### src/rtl/led_zone_shifter_if.sv
// FIFO read port and LED driver link of the zone shifter.
// master = zone shifter, slave = FIFO / LED driver side.
interface led_zone_shifter_if #(
   parameter int DATA_WIDTH = 24
);
   logic                  rd_en;
   logic [DATA_WIDTH-1:0] rd_data;
   logic                  rd_empty;
   logic                  led_sclk;
   logic                  led_sdo;
   logic                  led_latch;

   modport master (
      output rd_en,
      input  rd_data,
      input  rd_empty,
      output led_sclk,
      output led_sdo,
      output led_latch
   );

   modport slave (
      input  rd_en,
      output rd_data,
      output rd_empty,
      input  led_sclk,
      input  led_sdo,
      input  led_latch
   );
endinterface

### src/rtl/led_zone_shifter.sv
// Pops one FIFO word per zone, shifts it MSB-first on led_sclk/led_sdo and latches the frame.
// Optional frame checksum byte enabled by defining LED_CHECKSUM_EN.
module led_zone_shifter #(
   parameter int DATA_WIDTH        = 24,
   parameter int ZONE_NUM          = 64,
   parameter int CLK_DIV           = 4,
   parameter int LATCH_CYCLES      = 8,
   parameter int UNDERFLOW_TIMEOUT = 1024
) (
   input  logic               rd_clk,
   input  logic               rd_rst,
   input  logic               frame_start,
   led_zone_shifter_if.master lz,
   output logic               busy,
   output logic               frame_done,
   output logic               underflow
);
   localparam int BIT_W  = $clog2(DATA_WIDTH + 1);
   localparam int WAIT_W = $clog2(UNDERFLOW_TIMEOUT + 1);
   localparam int LAT_W  = $clog2(LATCH_CYCLES + 1);

   typedef enum logic [2:0] {
      S_IDLE, S_WAIT, S_POP, S_LOAD, S_SHIFT,
`ifdef LED_CHECKSUM_EN
      S_CSUM,
`endif
      S_LATCH
   } state_t;

   state_t                state_q, state_d;
   logic [11:0]           zone_cnt_q, zone_cnt_d;
   logic [BIT_W-1:0]      bit_cnt_q, bit_cnt_d;
   logic [7:0]            div_cnt_q, div_cnt_d;
   logic [WAIT_W-1:0]     wait_cnt_q, wait_cnt_d;
   logic [LAT_W-1:0]      lat_cnt_q, lat_cnt_d;
   logic                  sclk_q, sclk_d;
   logic [DATA_WIDTH-1:0] shift_q, shift_d;
   logic                  underflow_q, underflow_d;
   logic                  done_q, done_d;
   logic [11:0]           zone_inc;
   logic                  shifting, half_end, bit_end;

`ifdef LED_CHECKSUM_EN
   logic [7:0] csum_q, csum_d;

   function automatic logic [7:0] byte_sum(input logic [DATA_WIDTH-1:0] w);
      logic [7:0] s;
      s = '0;
      for (int i = 0; i < DATA_WIDTH / 8; i++) s = s + w[i*8 +: 8];
      return s;
   endfunction

   assign shifting = (state_q == S_SHIFT) || (state_q == S_CSUM);
`else
   assign shifting = (state_q == S_SHIFT);
`endif

   assign half_end = (div_cnt_q == 8'(CLK_DIV - 1));
   assign bit_end  = half_end && sclk_q;
   assign zone_inc = zone_cnt_q + 12'd1;

   always_ff @(posedge rd_clk) begin
      if (rd_rst) begin
         state_q     <= S_IDLE;
         zone_cnt_q  <= '0;
         bit_cnt_q   <= '0;
         div_cnt_q   <= '0;
         wait_cnt_q  <= '0;
         lat_cnt_q   <= '0;
         sclk_q      <= 1'b0;
         underflow_q <= 1'b0;
         done_q      <= 1'b0;
      end else begin
         state_q     <= state_d;
         zone_cnt_q  <= zone_cnt_d;
         bit_cnt_q   <= bit_cnt_d;
         div_cnt_q   <= div_cnt_d;
         wait_cnt_q  <= wait_cnt_d;
         lat_cnt_q   <= lat_cnt_d;
         sclk_q      <= sclk_d;
         underflow_q <= underflow_d;
         done_q      <= done_d;
      end
      shift_q <= shift_d;
`ifdef LED_CHECKSUM_EN
      csum_q  <= csum_d;
`endif
   end

   always_comb begin
      state_d     = state_q;
      zone_cnt_d  = zone_cnt_q;
      bit_cnt_d   = bit_cnt_q;
      div_cnt_d   = div_cnt_q;
      wait_cnt_d  = wait_cnt_q;
      lat_cnt_d   = lat_cnt_q;
      sclk_d      = sclk_q;
      shift_d     = shift_q;
      underflow_d = underflow_q;
      done_d      = 1'b0;
`ifdef LED_CHECKSUM_EN
      csum_d      = csum_q;
`endif

      // Common bit timer: toggle sclk every CLK_DIV cycles, advance the bit after the high half.
      if (shifting) begin
         if (half_end) begin
            div_cnt_d = '0;
            sclk_d    = !sclk_q;
         end else begin
            div_cnt_d = div_cnt_q + 8'd1;
         end
         if (bit_end) begin
            shift_d   = shift_q << 1;
            bit_cnt_d = bit_cnt_q + BIT_W'(1);
         end
      end

      case (state_q)
         S_IDLE: begin
            if (frame_start) begin
               state_d     = S_WAIT;
               zone_cnt_d  = '0;
               wait_cnt_d  = '0;
               underflow_d = 1'b0;
`ifdef LED_CHECKSUM_EN
               csum_d      = '0;
`endif
            end
         end
         S_WAIT: begin
            if (!lz.rd_empty) begin
               state_d = S_POP;
            end else if (wait_cnt_q == WAIT_W'(UNDERFLOW_TIMEOUT - 1)) begin
               state_d     = S_IDLE;
               underflow_d = 1'b1;
            end else begin
               wait_cnt_d = wait_cnt_q + WAIT_W'(1);
            end
         end
         S_POP: state_d = S_LOAD;
         S_LOAD: begin
            state_d   = S_SHIFT;
            shift_d   = lz.rd_data;
            bit_cnt_d = '0;
            div_cnt_d = '0;
            sclk_d    = 1'b0;
`ifdef LED_CHECKSUM_EN
            csum_d    = csum_q + byte_sum(lz.rd_data);
`endif
         end
         S_SHIFT: begin
            if (bit_end && bit_cnt_q == BIT_W'(DATA_WIDTH - 1)) begin
               zone_cnt_d = zone_inc;
               wait_cnt_d = '0;
               lat_cnt_d  = '0;
               if (zone_inc == 12'(ZONE_NUM)) begin
`ifdef LED_CHECKSUM_EN
                  state_d   = S_CSUM;
                  shift_d   = {csum_q, {(DATA_WIDTH - 8){1'b0}}};
                  bit_cnt_d = '0;
`else
                  state_d   = S_LATCH;
`endif
               end else begin
                  state_d = S_WAIT;
               end
            end
         end
`ifdef LED_CHECKSUM_EN
         S_CSUM: begin
            if (bit_end && bit_cnt_q == BIT_W'(7)) begin
               state_d   = S_LATCH;
               lat_cnt_d = '0;
            end
         end
`endif
         S_LATCH: begin
            if (lat_cnt_q == LAT_W'(LATCH_CYCLES - 1)) begin
               state_d = S_IDLE;
               done_d  = 1'b1;
            end else begin
               lat_cnt_d = lat_cnt_q + LAT_W'(1);
            end
         end
         default: state_d = S_IDLE;
      endcase
   end

   always_comb begin
      lz.rd_en     = (state_q == S_POP) && !rd_rst;
      lz.led_sclk  = shifting && sclk_q;
      lz.led_sdo   = shifting && shift_q[DATA_WIDTH-1];
      lz.led_latch = (state_q == S_LATCH);
      busy         = (state_q != S_IDLE);
      frame_done   = done_q;
      underflow    = underflow_q;
   end
endmodule
### src/flat_wrapper.sv
// flat-port wrapper written by rule: the top's interface ports become plain ports
module led_zone_shifter_flat 
#(
   parameter int DATA_WIDTH        = 24,
   parameter int ZONE_NUM          = 64,
   parameter int CLK_DIV           = 4,
   parameter int LATCH_CYCLES      = 8,
   parameter int UNDERFLOW_TIMEOUT = 1024
)
  (rd_clk, rd_rst, frame_start, busy, frame_done, underflow, lz_rd_en, lz_rd_data, lz_rd_empty, lz_led_sclk, lz_led_sdo, lz_led_latch);
  led_zone_shifter_if #(.DATA_WIDTH(DATA_WIDTH)) lz_i ();
  input  logic rd_clk;
  input  logic rd_rst;
  input  logic frame_start;
  output logic busy;
  output logic frame_done;
  output logic underflow;
  output wire logic [$bits(lz_i.rd_en)-1:0] lz_rd_en;
  input wire logic [$bits(lz_i.rd_data)-1:0] lz_rd_data;
  input wire logic [$bits(lz_i.rd_empty)-1:0] lz_rd_empty;
  output wire logic [$bits(lz_i.led_sclk)-1:0] lz_led_sclk;
  output wire logic [$bits(lz_i.led_sdo)-1:0] lz_led_sdo;
  output wire logic [$bits(lz_i.led_latch)-1:0] lz_led_latch;
  assign lz_rd_en = lz_i.rd_en;
  assign lz_i.rd_data = lz_rd_data;
  assign lz_i.rd_empty = lz_rd_empty;
  assign lz_led_sclk = lz_i.led_sclk;
  assign lz_led_sdo = lz_i.led_sdo;
  assign lz_led_latch = lz_i.led_latch;
  led_zone_shifter #(.DATA_WIDTH(DATA_WIDTH), .ZONE_NUM(ZONE_NUM), .CLK_DIV(CLK_DIV), .LATCH_CYCLES(LATCH_CYCLES), .UNDERFLOW_TIMEOUT(UNDERFLOW_TIMEOUT)) u_core (.rd_clk(rd_clk), .rd_rst(rd_rst), .frame_start(frame_start), .lz(lz_i), .busy(busy), .frame_done(frame_done), .underflow(underflow));
endmodule
### config.mk
export PLATFORM = sky130hd
export DESIGN_NAME = led_zone_shifter_flat
export DESIGN_NICKNAME = d
export VERILOG_FILES = /design/src/rtl/led_zone_shifter_if.sv /design/src/rtl/led_zone_shifter.sv /design/src/flat_wrapper.sv
export SDC_FILE = /design/constraint.sdc
export NUM_CORES = 1
export LEC_CHECK = 0
export ABC_AREA = 1
export CAP_MARGIN = 20
export CORE_ASPECT_RATIO = 0.5
export CORE_MARGIN = 8
export CORE_UTILIZATION = 35
export DETAILED_ROUTE_END_ITERATION = 7
export GPL_ROUTABILITY_DRIVEN = 0
export GPL_TIMING_DRIVEN = 0
export PLACE_DENSITY = 0.65
export SLEW_MARGIN = 30
export SYNTH_ARGS = -nofsm -noshare
export SYNTH_HDL_FRONTEND = slang
export SYNTH_SLANG_ARGS = --single-unit
### constraint.sdc
create_clock -name rd_clk -period 4.95 [get_ports rd_clk]
set_input_delay 0.495 -clock rd_clk [delete_from_list [all_inputs] [get_ports rd_clk]]
set_output_delay 0.495 -clock rd_clk [all_outputs]
set_load 0.02 [all_outputs]
==> impl.org, run 1 <==
** Timing
- The final critical path takes up a little over half of the cycle.
- Clock skew :: a little over 4 ps
- The number of max-slew violations in the final report was 0.
- Adding up every negative setup slack in the final design gives 0 ps.
- Maximum clock frequency :: between 0.3 and 0.4 GHz
- Count of final hold-check violations :: 0
- Setup repair after global routing left no endpoint under its margin.
- Max-slew headroom :: between 60% and 70%
- Finish-stage setup viols :: 0
- Measured slew at the worst slew-check pin :: about 580 ps
- Subtracting the final worst setup slack from the clock period gives 2670 ps.
- Final Hold Slack :: around 470 ps

** Critical path
- At the worst endpoint, the arrival time is 2180 ps.
- Slowest stage delay, CP :: around 580 ps
- Cell with the largest stage delay on the worst path :: sky130_fd_sc_hd__clkdlybuf4s50_1
- The critical path crosses 4 cells after its start point.
- The worst setup path is launched from a primary input.
- Buffer and inverter count on the worst path :: 3
- Of all nets on the critical path, the largest fanout is 10.
- The most numerous cell type found on the critical path is sky130_fd_sc_hd__clkdlybuf4s50_1.
- Required time at the endpoint of the critical path :: about 4500 ps
- The signal on the critical path passes through clkdlybuf4s50_1 > clkbuf_1 > nor2_1 > clkdlybuf4s50_1.
- Depth of the worst register-to-register path :: 5
- Kind of cell with the highest combined delay on the critical path :: buffers and inverters
- STA classifies the critical path endpoint as a primary output.
- Setup CP Type :: in2out

** Logic synthesis
- The number of nets in the synthesized netlist is 520.
- For this run, the register share of the synthesized area comes to between 40% and 50%.
- The cell area that synthesis handed to floorplanning was 0.00362 mm2.
- Number of instances in the synthesized netlist :: between 400 and 500
- The average instance in the mapped netlist occupies ~7.5 um2.
- Dominant combinational cell family by area after synthesis :: simple AND/OR/NAND/NOR gates
- Number of enable-type register cells in the synthesized netlist :: 24
- The Yosys step of the flow raised 0 warnings.
- Fraction of the mapped netlist area in adder cells :: 2.07%
- Cell type contributing the most total cell area after synthesis :: sky130_fd_sc_hd__dfxtp_1
- Synthesis-stage register bit count :: 70
- Top-area cell type share of the netlist area :: about 25%
- Share of the synthesized netlist area taken by xor and xnor gates :: just under 2%
- Measured against the total synthesized area, the mux share comes to 0%.
- Number of unique standard cell types used by synthesis :: 36
- The synthesized netlist devotes about 36% of its cell area to simple gates.
- Of all flip-flops after synthesis, the portion carrying an async set or reset was 0%.
- By area the synthesized netlist is led by sky130_fd_sc_hd__dfxtp_1 25%, sky130_fd_sc_hd__edfxtp_1 20%, sky130_fd_sc_hd__nand2_1 17%.
- Fraction of the mapped netlist area in compound gates :: approximately 8.5%
- Among all flip-flop cells after synthesis, the most frequent one is sky130_fd_sc_hd__dfxtp_1.

** Route
- The first TritonRoute pass finished after 4 iterations.
- DRC violation total after the first TritonRoute iteration :: ~130
- Vias :: ~3100
- After detailed routing, the number of remaining DRC violations is 0.
- For this block, the routed nets add up to a little under 8 mm of wire.
- Number of routed nets with antenna violations :: 0
- In the routed layout, each cell is associated on average with a via count of roughly 4.6.
- After detailed routing, the average wire length per cell comes to about 11 um.

** Floorplan
- Cell row count :: 26
- The initial utilization of the core area, before any placement, comes to 35.7%.
- Top Ports :: 35
- Floorplan core area :: between 0.01 and 0.015 mm2
- Die area :: 0.0141 mm2
- From left edge to right edge, the die measures approximately 160 um.
- Vertical die dimension :: around 88 um

** GRT
- Across every metal layer, demand over resource in global routing totals 12.0%.
- The first global-routing pass estimated approximately 14 mm of wire.
- Global routing finished with a remaining overflow of 0.
- Largest net degree at the start of global routing :: 25
- The number of global-route vias before repair was between 3000 and 4000.
- Initial antenna violation count :: 0

** CTS
- Hold repair after CTS inserted 0 buffers.
- After clock tree synthesis, the setup repair step added 0 buffers.
- CTS saw 70 sinks.
- Clock tree from TritonCTS :: yes
- Clock root buffer master :: sky130_fd_sc_hd__clkbuf_16
- Number of clock buffers inserted by TritonCTS :: 9
- Number of levels the H-tree was split into :: 3
- Clock tree buffer depth :: 2
- Post_cts resized :: 0
- Clock latency of the later-clocked register in the worst-skew pair :: 330 ps
- Clock slew seen by the registers of the worst setup and hold paths :: approximately 50 ps

** Final layout
- Final design utilization :: between 40% and 50%
- In the final layout, the share of cells above drive strength 1 is between 9 and 10%.
- Leading cell type in the layout, fill and taps excluded :: sky130_fd_sc_hd__nand2_1
- Diode insertion count for antenna repair :: 0
- Layout Cells excl Fill :: a little under 700
- Most used cells in the layout excluding fill and tap cells :: 160 x sky130_fd_sc_hd__nand2_1, 59 x sky130_fd_sc_hd__nor2_1, 46 x sky130_fd_sc_hd__dfxtp_1
- The final layout contains between 500 and 600 nets.
- Counting the fill cells in the layout gives 1051.
- Relative area change from synthesis to final layout :: 23.0%

** Power
- The completed layout was analyzed and its total power is approximately 1900 uW.
- PD cells :: about 430 mW/mm2
- Maximum ir drop on the vdd rail :: 210 uV
- Leak pwr :: about 0.0017 uW

** Run status
- The run finished with clean final reports.

** Min path
- Type of the worst min-delay path :: reg2reg
- The worst hold path passes through 2 cells.

** Job
- The tool flagged a number of max-cap violations equal to 0.

** Placed design
- Number of port buffers :: 34
- Detailed-placement wirelength estimate :: ~5.6 mm
- Total placed cells including tap cells :: 660
through the flow:
stage / setup WS (ps) / cell area (um2)
after floorplan: 2860 / 3620
after global placement: 2220 / 4140
after detailed placement: 2230 / 4140
after CTS: 2240 / 4450
after global routing: 2180 / 4450
final: 2280 / 4450
logic make-up after synthesis:
family	after synthesis
flops	70
xor+xnor	8
buf+inv	54
compound gates	58
simple gates	290
fa+ha+maj	6
sequential cells by signal, indices dropped and copies added, names as in the netlist:
name / cells
u_core.bit_cnt_q: 5
u_core.div_cnt_q: 8
u_core.frame_done: 1
u_core.lat_cnt_q: 4
u_core.sclk_q: 1
u_core.shift_q: 24
u_core.state_q: 3
u_core.underflow: 1
u_core.wait_cnt_q: 11
u_core.zone_cnt_q: 12
final cells by class:
class	instances	area, um2	area share [%]
multi-input combinational	362	1750	39.3
sequential	70	1640	36.9
inverter	42	158	3.54
buffer	12	75.1	1.69
clock inverter	7	88.8	1.99
tap	140	175	3.93
clock buffer	9	225	5.06
timing repair buffer	34	340	7.64
power breakdown:
part	total [uW]	switching, uW	leakage [uW]	internal (uW)
clock	671	234	0.000150	437
sequential	706	51.1	0.000590	655
combinational	519	331	0.000996	188
total	1900	617	0.00174	1280
per-layer routing:
layer	wire (um)	GRT usage, %
met3	379	4.08
met5	0	0
met2	3530	20.7
met1	3740	13.7
met4	104	5.13
worst reg2reg max path, stage by stage, from the launching register on:
cell	delay (ps)
sky130_fd_sc_hd__dfxtp_1	380
sky130_fd_sc_hd__inv_2	90
sky130_fd_sc_hd__nor3_2	490
sky130_fd_sc_hd__inv_2	150
sky130_fd_sc_hd__clkbuf_1	290
sky130_fd_sc_hd__nand2_2	510
synthesized netlist by cell type, drive strengths merged, types with 2 or more instances:
| cell type | count |
|---|---|
| nor3b | 4 |
| nand4 | 5 |
| and3 | 2 |
| dfxtp | 46 |
| buf | 7 |
| nand2 | 167 |
| o21ai | 13 |
| xnor2 | 2 |
| clkbuf | 5 |
| xor2 | 6 |
| ha | 6 |
| inv | 42 |
| edfxtp | 24 |
| nor2 | 64 |
| nor3 | 18 |
| nand3 | 27 |
| a21oi | 42 |
worst paths after layout:
path | start | endpoint | slack, ps
worst max-delay path | rd_rst | lz_rd_en | 2280
worst min-delay path | u_core.bit_cnt_q[4]$_SDFFE_PP0P_ | u_core.bit_cnt_q[4]$_SDFFE_PP0P_ | 470
worst max register to register | u_core.state_q[0]$_SDFFE_PP0P_ | u_core.shift_q[12]$_DFFE_PP_ | 2670
worst min register to register | u_core.bit_cnt_q[4]$_SDFFE_PP0P_ | u_core.bit_cnt_q[4]$_SDFFE_PP0P_ | 470
No activity file was read; power rests on OpenSTA's default activity.
==> run 2: changes to the inputs <==
==> constraint.sdc (replaced) <==
create_clock -name rd_clk -period 2.75 [get_ports rd_clk]
set_input_delay 0.275 -clock rd_clk [delete_from_list [all_inputs] [get_ports rd_clk]]
set_output_delay 0.275 -clock rd_clk [all_outputs]
set_load 0.02 [all_outputs]
==> results of run 2 <==
Same layout as run 1 (identical final DEF). Status: complete, no violations.
Main changes from that run: setup slack after placement 2230 ps -> 117 ps; clock-pin slew on the worst setup and hold paths 50 ps -> 60 ps; setup slack after layout 2280 ps -> 470 ps; start point of the critical path rd_rst -> u_core.state_q[0]$_SDFFE_PP0P_; end point of the critical path lz_rd_en -> u_core.shift_q[12]$_DFFE_PP_; register-to-register setup slack 2670 ps -> 470 ps; total power 1900 uW -> 3410 uW; worst IR drop on VDD 210 uV -> 378 uV
